[src/rtl/pwm_line_sequencer.sv]
// Purpose: accepts one line of per-channel PWM duty values into a shadow bank,
//          runs the shared 8-bit PWM count / hsync window and swaps the shadow
//          bank into the active bank (pwm_data) in the one-cycle GAP between
//          line periods.
// Latency: line period is 257 cycles (256 RUN + 1 GAP); pwm_data updates on the
//          edge leaving GAP; all outputs registered except s_ready.
// Backpressure: s_ready drops once a full line sits in the shadow bank and rises
//          again the cycle after the GAP that consumes it.
//
// Ports:
//   clk, rst       clock, synchronous active-high reset
//   run_en         enable, sampled in IDLE and GAP only
//   s_valid/s_ready/s_data/s_last
//                  duty beat stream, channel 0 first, s_last may end a line early
//   count          shared PWM count (0..255 during RUN, 0 otherwise)
//   hsync          high during RUN
//   pwm_data       active bank, channel i at [8i+7:8i]
//   underrun       one-cycle pulse during a GAP that found no complete line
//   line_cnt       number of lines swapped in (wraps)
//
// Build option: PWM_SEQ_REPEAT_EN defined -> an underrun repeats the previous
// line; undefined -> an underrun blanks the active bank.

module pwm_line_sequencer #(
    parameter int CHANNELS = 8
) (
    input  logic                    clk,
    input  logic                    rst,
    input  logic                    run_en,
    input  logic                    s_valid,
    output logic                    s_ready,
    input  logic [7:0]              s_data,
    input  logic                    s_last,
    output logic [7:0]              count,
    output logic                    hsync,
    output logic [8*CHANNELS-1:0]   pwm_data,
    output logic                    underrun,
    output logic [15:0]             line_cnt
);

    localparam int PW = (CHANNELS > 1) ? $clog2(CHANNELS) : 1;

    typedef enum logic [1:0] {
        IDLE = 2'd0,
        RUN  = 2'd1,
        GAP  = 2'd2
    } state_t;

    state_t          state;
    state_t          state_nxt;

    logic [7:0]      shadow [CHANNELS];
    logic [PW-1:0]   wptr;
    logic            shadow_full;
    logic            shadow_full_nxt;

    logic            accept;
    logic            beat_end;
    logic            swap;
`ifndef PWM_SEQ_REPEAT_EN
    logic            blank;
`endif

    assign s_ready  = !shadow_full && !rst;
    assign accept   = s_valid && s_ready;
    // A line ends on the last channel slot or on an early s_last.
    assign beat_end = accept && ((wptr == PW'(CHANNELS-1)) || s_last);

    // ---------------- FSM: state register ----------------
    always_ff @(posedge clk) begin
        if (rst) begin
            state <= IDLE;
        end else begin
            state <= state_nxt;
        end
    end

    // ---------------- FSM: next-state logic ----------------
    always_comb begin
        state_nxt = state;
        case (state)
            IDLE:    if (run_en && shadow_full) state_nxt = GAP;
            RUN:     if (count == 8'hFF)        state_nxt = GAP;
            GAP:     state_nxt = run_en ? RUN : IDLE;
            default: state_nxt = IDLE;
        endcase
    end

    // ---------------- FSM: output / control decode ----------------
    always_comb begin
        swap = (state == GAP) && shadow_full;
`ifndef PWM_SEQ_REPEAT_EN
        blank = (state == GAP) && !shadow_full;
`endif
        // Swap and line completion never coincide: s_ready is low while
        // shadow_full is set, and swap needs shadow_full set. A line completing
        // during a GAP is therefore held for the next GAP.
        shadow_full_nxt = shadow_full;
        if (beat_end) begin
            shadow_full_nxt = 1'b1;
        end else if (swap) begin
            shadow_full_nxt = 1'b0;
        end
    end

    // ---------------- shadow bank load ----------------
    always_ff @(posedge clk) begin
        if (rst) begin
            wptr        <= '0;
            shadow_full <= 1'b0;
            for (int i = 0; i < CHANNELS; i++) begin
                shadow[i] <= 8'd0;
            end
        end else begin
            shadow_full <= shadow_full_nxt;
            if (accept) begin
                for (int i = 0; i < CHANNELS; i++) begin
                    if (int'(wptr) == i) begin
                        shadow[i] <= s_data;
                    end else if (s_last && (i > int'(wptr))) begin
                        // Early end of line: blank the channels not supplied.
                        shadow[i] <= 8'd0;
                    end
                end
                if (beat_end) begin
                    wptr <= '0;
                end else begin
                    wptr <= wptr + 1'b1;
                end
            end
        end
    end

    // ---------------- period timing and active bank ----------------
    always_ff @(posedge clk) begin
        if (rst) begin
            count    <= 8'd0;
            hsync    <= 1'b0;
            pwm_data <= '0;
            underrun <= 1'b0;
            line_cnt <= 16'd0;
        end else begin
            count    <= ((state == RUN) && (state_nxt == RUN)) ? count + 8'd1 : 8'd0;
            hsync    <= (state_nxt == RUN);
            // Registered so it is high during the GAP cycle itself: predict it
            // from the shadow_full value that GAP will see.
            underrun <= (state_nxt == GAP) && !shadow_full_nxt;
            if (swap) begin
                for (int i = 0; i < CHANNELS; i++) begin
                    pwm_data[8*i +: 8] <= shadow[i];
                end
                line_cnt <= line_cnt + 16'd1;
            end
`ifndef PWM_SEQ_REPEAT_EN
            else if (blank) begin
                pwm_data <= '0;
            end
`endif
        end
    end

endmodule

[config.mk]
export PLATFORM = sky130hd
export DESIGN_NAME = pwm_line_sequencer
export DESIGN_NICKNAME = d
export VERILOG_FILES = /design/src/rtl/pwm_line_sequencer.sv
export SDC_FILE = /design/constraint.sdc
export NUM_CORES = 1
export LEC_CHECK = 0
export ABC_CLOCK_PERIOD_IN_PS = 2800
export CAP_MARGIN = 20
export CORE_MARGIN = 2
export CORE_UTILIZATION = 42
export DETAILED_ROUTE_END_ITERATION = 10
export HOLD_SLACK_MARGIN = 0.05
export PLACE_DENSITY = 0.65
export SLEW_MARGIN = 15
export SYNTH_ARGS = -nofsm -noshare
export SYNTH_HDL_FRONTEND = slang
export SYNTH_SLANG_ARGS = --single-unit
[constraint.sdc]
create_clock -name clk -period 2.8 [get_ports clk]
set_clock_uncertainty 0.05 [all_clocks]
set_input_delay 0.84 -clock clk [delete_from_list [all_inputs] [get_ports clk]]
set_output_delay 0.84 -clock clk [all_outputs]
set_load 0.005 [all_outputs]
Word-level counts from Yosys, hierarchy flattened
Memory sizes are Yosys's and may differ from the RTL's.
Cells that the tools add are included.
- output and inout port bits: 91
- word-level logic and storage cells: 164
- bits of input ports: 13
- memories: 1
- RAM bits: 64
- register bits after elaboration: 96
- order comparisons: 7
- $add $sub $neg: 3
- reduce and logical (&&, ||, !) cells: 23
- mux-type cells: 93
- bitwise operators: 16
- equality and inequality tests: 13
- memory list (name ; words ; bits a word ; read ports ; clocked after memory_dff ; write ports ; line ; source):
    shadow ; 8 ; 8 ; 8 ; 0 ; 8 ; 52 ; logic [7:0] shadow [CHANNELS];
- operator list (cell ; number):
    $mux 64 ; 2
    $mux 8 ; 15
    $mux 1 ; 72
    $add 16x1->16 const B ; 1
    $eq 3x3->1 const B ; 5
    $logic_and 1x1->1 ; 15
    $or 1x1->1 ; 15
    $gt 3x3->1 const A ; 4
    $add 8x1->8 const B ; 1
    $eq 8x8->1 const B ; 1
    $eq 3x2->1 const B ; 2
    $gt 2x3->1 const A ; 2
    $pmux 2 s3 ; 1
    $eq 2x1->1 const B ; 2
    $eq 2x2->1 const B ; 2
    $mux 2 ; 2
    $add 3x1->3 const B ; 1
    $eq 3x1->1 const B ; 1
    $gt 1x3->1 const A ; 1
    $logic_not 1->1 ; 3
    $logic_not 3->1 ; 1
    $mux 3 ; 1
    $logic_not 2->1 ; 1
    $reduce_bool 2->1 ; 1
    3 further kinds ; 3

Logic depth before layout (Yosys ltp)
Gate-level depths: netlist of the first run.
- word-level depth: 8
- gate-level depth with buffers: 6
- gate-level depth less buffers: 6

Least setup slack after synthesis of the first run
No wires, ideal clock.
- path type: in2out
- start: input port rst
- end: output port s_ready
- path buffers: 3
- arrival time: 1.725 ns
- data required time: 1.910 ns
- cell stages on the path: 4
- setup slack: 0.185 ns
- cell sequence: clkbuf_1 clkbuf_1 clkbuf_1 nor2_1
- word-level cells in the longest chain between the ends: 2
- ends and longest elaborated chain (what ; line ; source):
    from (decl) ; 28 ; input logic rst,
    $logic_not 1->1 ; 64 ; assign s_ready = !shadow_full && !rst;
    $logic_and 1x1->1 ; 64 ;
    to (decl) ; 31 ; output logic s_ready,
Every way passes these cells.

==> flow_summary.ini, run 1 <==
[placed_design]
numPortBuffers = 103
placedCellCount = 878
dp.final_hpwl_mm = 9.53
place.gp.congestion = 0.804

[finish]
nets = 734
area_delta_synth_final_pct = 28.6
drive_gt1_share_pct = 8.82
finalNonFillerCells = 910
diodes = 0

[global_routing]
grt_pass1_vias = 4614
grt_antenna_before_repair = 0
grt_overflow = 0
grt_max_degree = 73
grt.total_usage_pct = 18.7
grt_pass1_wl_mm = 23.4

[clock_tree]
clk_pin_slew_ns = 0.06
hold_buffers = 0
clock_latency_ns = 0.43
cts_tree = built
numCtsBuffers = 17
cts_setup_buffers = 0
post_cts_resized = 0
cts_buffer_depth = 2
htree_levels = 4
cts.sink_count = 160
clk_root_buffer_cell = clkbuf_16

[floorplan]
boundaryPins = 104
start_util_pct = 43.1
num_rows = 44
dieHeight_um = 126
core_sq_um = 14600
dieArea_sq_um = 16000
die_x_um = 126

[worst_setup_path]
critical-path-top-delay-family = simple AND/OR/NAND/NOR gates
cp_slowest_cell = clkdlybuf4s50_1
path_class = in2reg
cp.arrival_ns = 2.50
startpoint_type = input pin
required_ns = 2.84
crit_fanout = 8
cp_cell_sequence = clkdlybuf4s50_1 > or3b_2 > nor2_4 > o21ai_0 > nand2b_1
end_kind = flop
path_buf_inv = 1
crit_path_max_incr_delay_ns = 0.52

[logic_synthesis]
synth_fp_nets = 643
synth_area_sq_um = 6290
ys_ff_latch = 160
seq_area_frac_synth_pct = 61.1
postSynthCellCount = 622
synthArstFlopShare_pct = 0
synth_area_leaders = dfxtp_1 (31%), edfxtp_1 (31%), a21oi_1 (6.1%), nand3_1 (5.9%), nand2_1 (4.8%)
synth.distinct_cells = 48
synth.avg_cell_area_sq_um = 10.1
synth-edff-count = 64
ys.flop_type = dfxtp_1
yosysTopAreaCell = dfxtp_1
synth_warnings = 0
netlist.area_leader.share_pct = 30.5

[outcome]
status = finished clean

[detailed_routing]
via_per_inst = 5.27
avgRoutedWirePerCell_um = 15.8
wl_mm = 14.4
drtIter0Drc = 314
num_vias = 4792
drc = 0
dr.pass1.iters = 4
drtAntennaViolNets = 0

[timing]
setup_viol = 0
fin_crit_sh_pct = 87.6
setup_tns_ns = 0
tightestPinTransition_ns = 0.739
hold_violations = 0
timing.slew.headroom_pct = 50.7
post-route-min-period_ns = 2.45
slew_viol_final = 0
rsz0062_at_grt = no
fmax_mhz = 407
whs_ns = 0.397

[hold_path]
hold_path_class = reg2reg

[power]
cellPowerDensity_nw_per_um2 = 609
vdd_drop_max_mv = 0.412
swShare_pct = 23.1
clkPwrFrac_pct = 45.4
p_leak_nw = 2.89
intPower_mw = 3.79
seqPwrFrac_pct = 50.8
power.switching_mw = 1.14
p_comb_share_pct = 3.8

[run]
maxCapViolCount = 0
flip-flops by register name, indices dropped and copies added, names as in the netlist:
signal	flops
wptr	3
line_cnt	16
count	8
state	2
underrun	1
shadow_full	1
hsync	1
shadow	64
pwm_data	64
cells in the mapped netlist (2+ instances only):
cell	instances
buf_1	5
edfxtp_1	64
a21oi_1	77
buf_2	2
and2_1	33
and3_1	35
nand4_1	5
nor3_1	3
nor2_1	27
nand2b_1	5
xor2_1	8
nand3_1	74
dfxtp_1	96
o21ai_0	11
ha_1	8
inv_1	6
nand2_1	80
nor4_1	3
clkbuf_1	37
nor2b_1	5
or2_2	3
nand4b_1	2
xnor2_1	6
mux2_2	3
power groups by stage:
stage | sequential (mW) | clock (mW) | combinational, mW
4_1_cts | 2.51 | 2.28 | 0.186
2_1_floorplan | 2.55 | 0 | 0.109
6_report | 2.51 | 2.24 | 0.186
3_5_place_dp | 2.56 | 0 | 0.185
3_3_place_gp | 2.56 | 0 | 0.177
5_1_grt | 2.51 | 2.39 | 0.204
cells in the final DEF, fill, tap and decap left out, drive strengths merged, types with 2 or more instances in the layout:
cell type / netlist / final
clkdlybuf4s50: 0 / 102
dfxtp: 96 / 96
nand2: 80 / 80
a21oi: 77 / 77
nand3: 74 / 74
edfxtp: 64 / 64
and3: 36 / 36
and2: 34 / 34
nor2: 28 / 28
clkbuf: 37 / 17
buf: 8 / 15
inv: 6 / 13
o21ai: 11 / 11
xor2: 8 / 8
ha: 8 / 8
clkinv: 0 / 7
xnor2: 6 / 6
nand4: 6 / 6
nor2b: 5 / 5
nand2b: 5 / 5
or2: 3 / 3
nor4: 3 / 3
mux2: 3 / 3
nor3: 3 / 3
or3: 3 / 3
nand4b: 2 / 2
and4: 2 / 2
per-layer routing:
metal	GRT usage, %	wire, um	up-vias
met1	23.3	6410	2303
met4	7.82	372	0
met3	6.50	659	28
li1	-	-	2364
met5	0	0	-
met2	29.5	6930	97
area by class of cell:
type	instances	area, sq um
fill	1274	6490
sequential	160	3840
multi-input combinational	411	2260
timing repair buffer	117	1160
clock buffer	17	425
tap	184	230
clock inverter	15	151
inverter	6	22.5
logic make-up after synthesis:
group           Yosys count  share of synthesized area, %
compound gates           96                          7.97
simple gates            290                          23.8
mux                       3                         0.537
flops                   160                          61.1
fa+ha+maj                 8                          1.59
xor+xnor                 14                          1.95
buf+inv                  51                          3.14
final timing paths:
check                                  from                          end  slack (ns)  depth (start not counted)
setup / recovery                    s_valid  shadow[0][13]$_SDFFCE_PP0P_        0.35                          5
setup reg to reg     shadow_full$_SDFF_PP0_  shadow[1][23]$_SDFFCE_PP0P_        0.70                          5
hold / removal    pwm_data[20]$_SDFFE_PP0P_    pwm_data[20]$_SDFFE_PP0P_        0.40                          2
hold reg to reg   pwm_data[20]$_SDFFE_PP0P_    pwm_data[20]$_SDFFE_PP0P_        0.40                          2
worst min-delay path, stage by stage (launching register included):
cell and delay (ns):
dfxtp_1 0.31, nand2_1 0.05, a21oi_1 0.05
through the flow:
step | setup WS (ns) | utilization [%] | power, mW | area (sq um)
finish | 0.346 | 55.5 | 4.93 | 8090
global route | 0.279 | 55.5 | 5.11 | 8090
CTS | 0.328 | 55.5 | 4.97 | 8090
detailed placement | -0.0869 | 51.5 | 2.74 | 7520
global placement | 0.00886 | 51.5 | 2.73 | 7520
floorplan | 0.185 | - | 2.65 | 6290
(Power assumes the default switching activity.)
==> run 2, diff against run 1 <==
- MAX_ROUTING_LAYER: default -> met4
==> run 2 against run 1 <==
- clock-buffer cell count unchanged
- sequential share of layout area unchanged
- wire length down 0.13%
- die area stayed put
- flip-flop and latch count is the same
- design area did not move
- final cell count unchanged
- register-to-register slack improved by 0.02 ns
- first-iteration DRC count fell by 6.4%
- setup slack gained 0.0043 ns
- maximum frequency grew 0.17%
- combinational power barely moved
==> flow_summary.ini, run 2 (synthesized netlist as in run 1, its figures left out) <==
[detailed_routing]
drtAntennaViolNets = 0
num_vias = 4770
drc = 0
via_per_inst = 5.24
wl_mm = 14.4
avgRoutedWirePerCell_um = 15.8
drtIter0Drc = 294
dr.pass1.iters = 4

[clock_tree]
cts_buffer_depth = 2
htree_levels = 4
clk_root_buffer_cell = clkbuf_16
cts_tree = built
cts_setup_buffers = 0
hold_buffers = 0
clock_latency_ns = 0.43
post_cts_resized = 0
cts.sink_count = 160
clk_pin_slew_ns = 0.06
numCtsBuffers = 17

[worst_setup_path]
crit_fanout = 4
crit_path_max_incr_delay_ns = 0.50
cp.arrival_ns = 1.56
worst_r2r_path_depth = 5
required_ns = 1.91
critical-path-top-delay-family = buffers and inverters
startpoint_type = input pin
end_kind = primary output
cp_slowest_cell = clkdlybuf4s50_1
path_buf_inv = 2
cp_cell_sequence = buf_2 > nor2_1 > clkdlybuf4s50_1
path_class = in2out
path_depth = 3

[global_routing]
grt_pass1_wl_mm = 23.4
grt.total_usage_pct = 19.2
grt_overflow = 0
grt_max_degree = 73
grt_antenna_before_repair = 0
grt_pass1_vias = 4624

[power]
p_comb_share_pct = 3.8
intPower_mw = 3.79
seqPwrFrac_pct = 50.8
power.switching_mw = 1.14
clkPwrFrac_pct = 45.4
swShare_pct = 23.1
cellPowerDensity_nw_per_um2 = 609
p_leak_nw = 2.89
vdd_drop_max_mv = 0.411

[timing]
hold_violations = 0
post-route-min-period_ns = 2.45
rsz0062_at_grt = no
timing.slew.headroom_pct = 51.1
setup_viol = 0
fmax_mhz = 408
whs_ns = 0.397
slew_viol_final = 0
tightestPinTransition_ns = 0.734
fin_crit_sh_pct = 87.5

[finish]
reg_top3 = pwm_data x64, shadow x64, line_cnt x16
fin_util_pct = 55.5
nets = 734
fin_area_sq_um = 8090
final_common_cell = clkdlybuf4s50_1
area_delta_synth_final_pct = 28.6
drive_gt1_share_pct = 8.82
diodes = 0
layout_common_cells = clkdlybuf4s50_1 (102), dfxtp_1 (95), nand2_1 (80)

[placed_design]
place.gp.congestion = 0.815
numPortBuffers = 103
dp.final_hpwl_mm = 9.53
post_dp_cell_area_sq_um = 7520

[floorplan]
dieHeight_um = 126
die_x_um = 126
start_util_pct = 43.1
boundaryPins = 104
num_rows = 44
dieArea_sq_um = 16000
core_sq_um = 14600

[outcome]
status = finished clean

[hold_path]
hold_path_class = reg2reg
min_path_cells = 2

[run]
maxCapViolCount = 0
==> run 2: power groups by stage <==
| stage | Sequential [mW] | Combinational [mW] | Clock, mW |
|---|---|---|---|
| after global routing | 2.51 | 0.204 | 2.39 |
| final | 2.51 | 0.185 | 2.24 |
| after CTS | 2.51 | 0.186 | 2.28 |
| after floorplan | 2.55 | 0.109 | 0 |
| after detailed placement | 2.56 | 0.185 | 0 |
| after global placement | 2.56 | 0.177 | 0 |
==> run 2: final timing paths <==
path | start | to | slack [ns]
worst min-delay path | pwm_data[20]$_SDFFE_PP0P_ | pwm_data[20]$_SDFFE_PP0P_ | 0.40
worst max-delay path | rst | s_ready | 0.35
worst min register to register | pwm_data[20]$_SDFFE_PP0P_ | pwm_data[20]$_SDFFE_PP0P_ | 0.40
worst max register to register | shadow_full$_SDFF_PP0_ | shadow[1][23]$_SDFFCE_PP0P_ | 0.72
==> run 2: per-layer routing <==
layer	track usage, %	up-vias	routed length (um)	share of wire (%)
li1	-	2363	-	-
met1	23.5	2271	6200	43
met2	29.5	113	7030	49
met3	5.82	23	784	5.5
met4	8.40	0	348	2.4
met5	-	-	0	0
==> run 2: metrics by stage <==
step	instances	setup TNS [ns]	worst slack, ns	total power, mW
2_1_floorplan	622	0	0.185	2.65
6_report	910	0	0.350	4.93
3_3_place_gp	878	0	0.00886	2.73
3_5_place_dp	878	-1.41	-0.0869	2.74
5_1_grt	910	0	0.276	5.11
4_1_cts	910	0	0.328	4.97
==> run 2: cell type report <==
type / instances / area (sq um)
inverters: 6 / 22.5
clock inverters: 15 / 151
clock buffers: 17 / 425
flip-flops and latches: 160 / 3840
fillers: 1274 / 6490
well taps: 184 / 230
multi-input cells: 411 / 2260
repair buffers: 117 / 1160
==> run 2: worst reg2reg max path, cell delays in order, from the launching register on <==
cell     delay, ns
dfxtp_2       0.50
buf_4         0.43
nor3b_1       0.13
buf_4         0.20
a31oi_1       0.45
and2_1        0.20
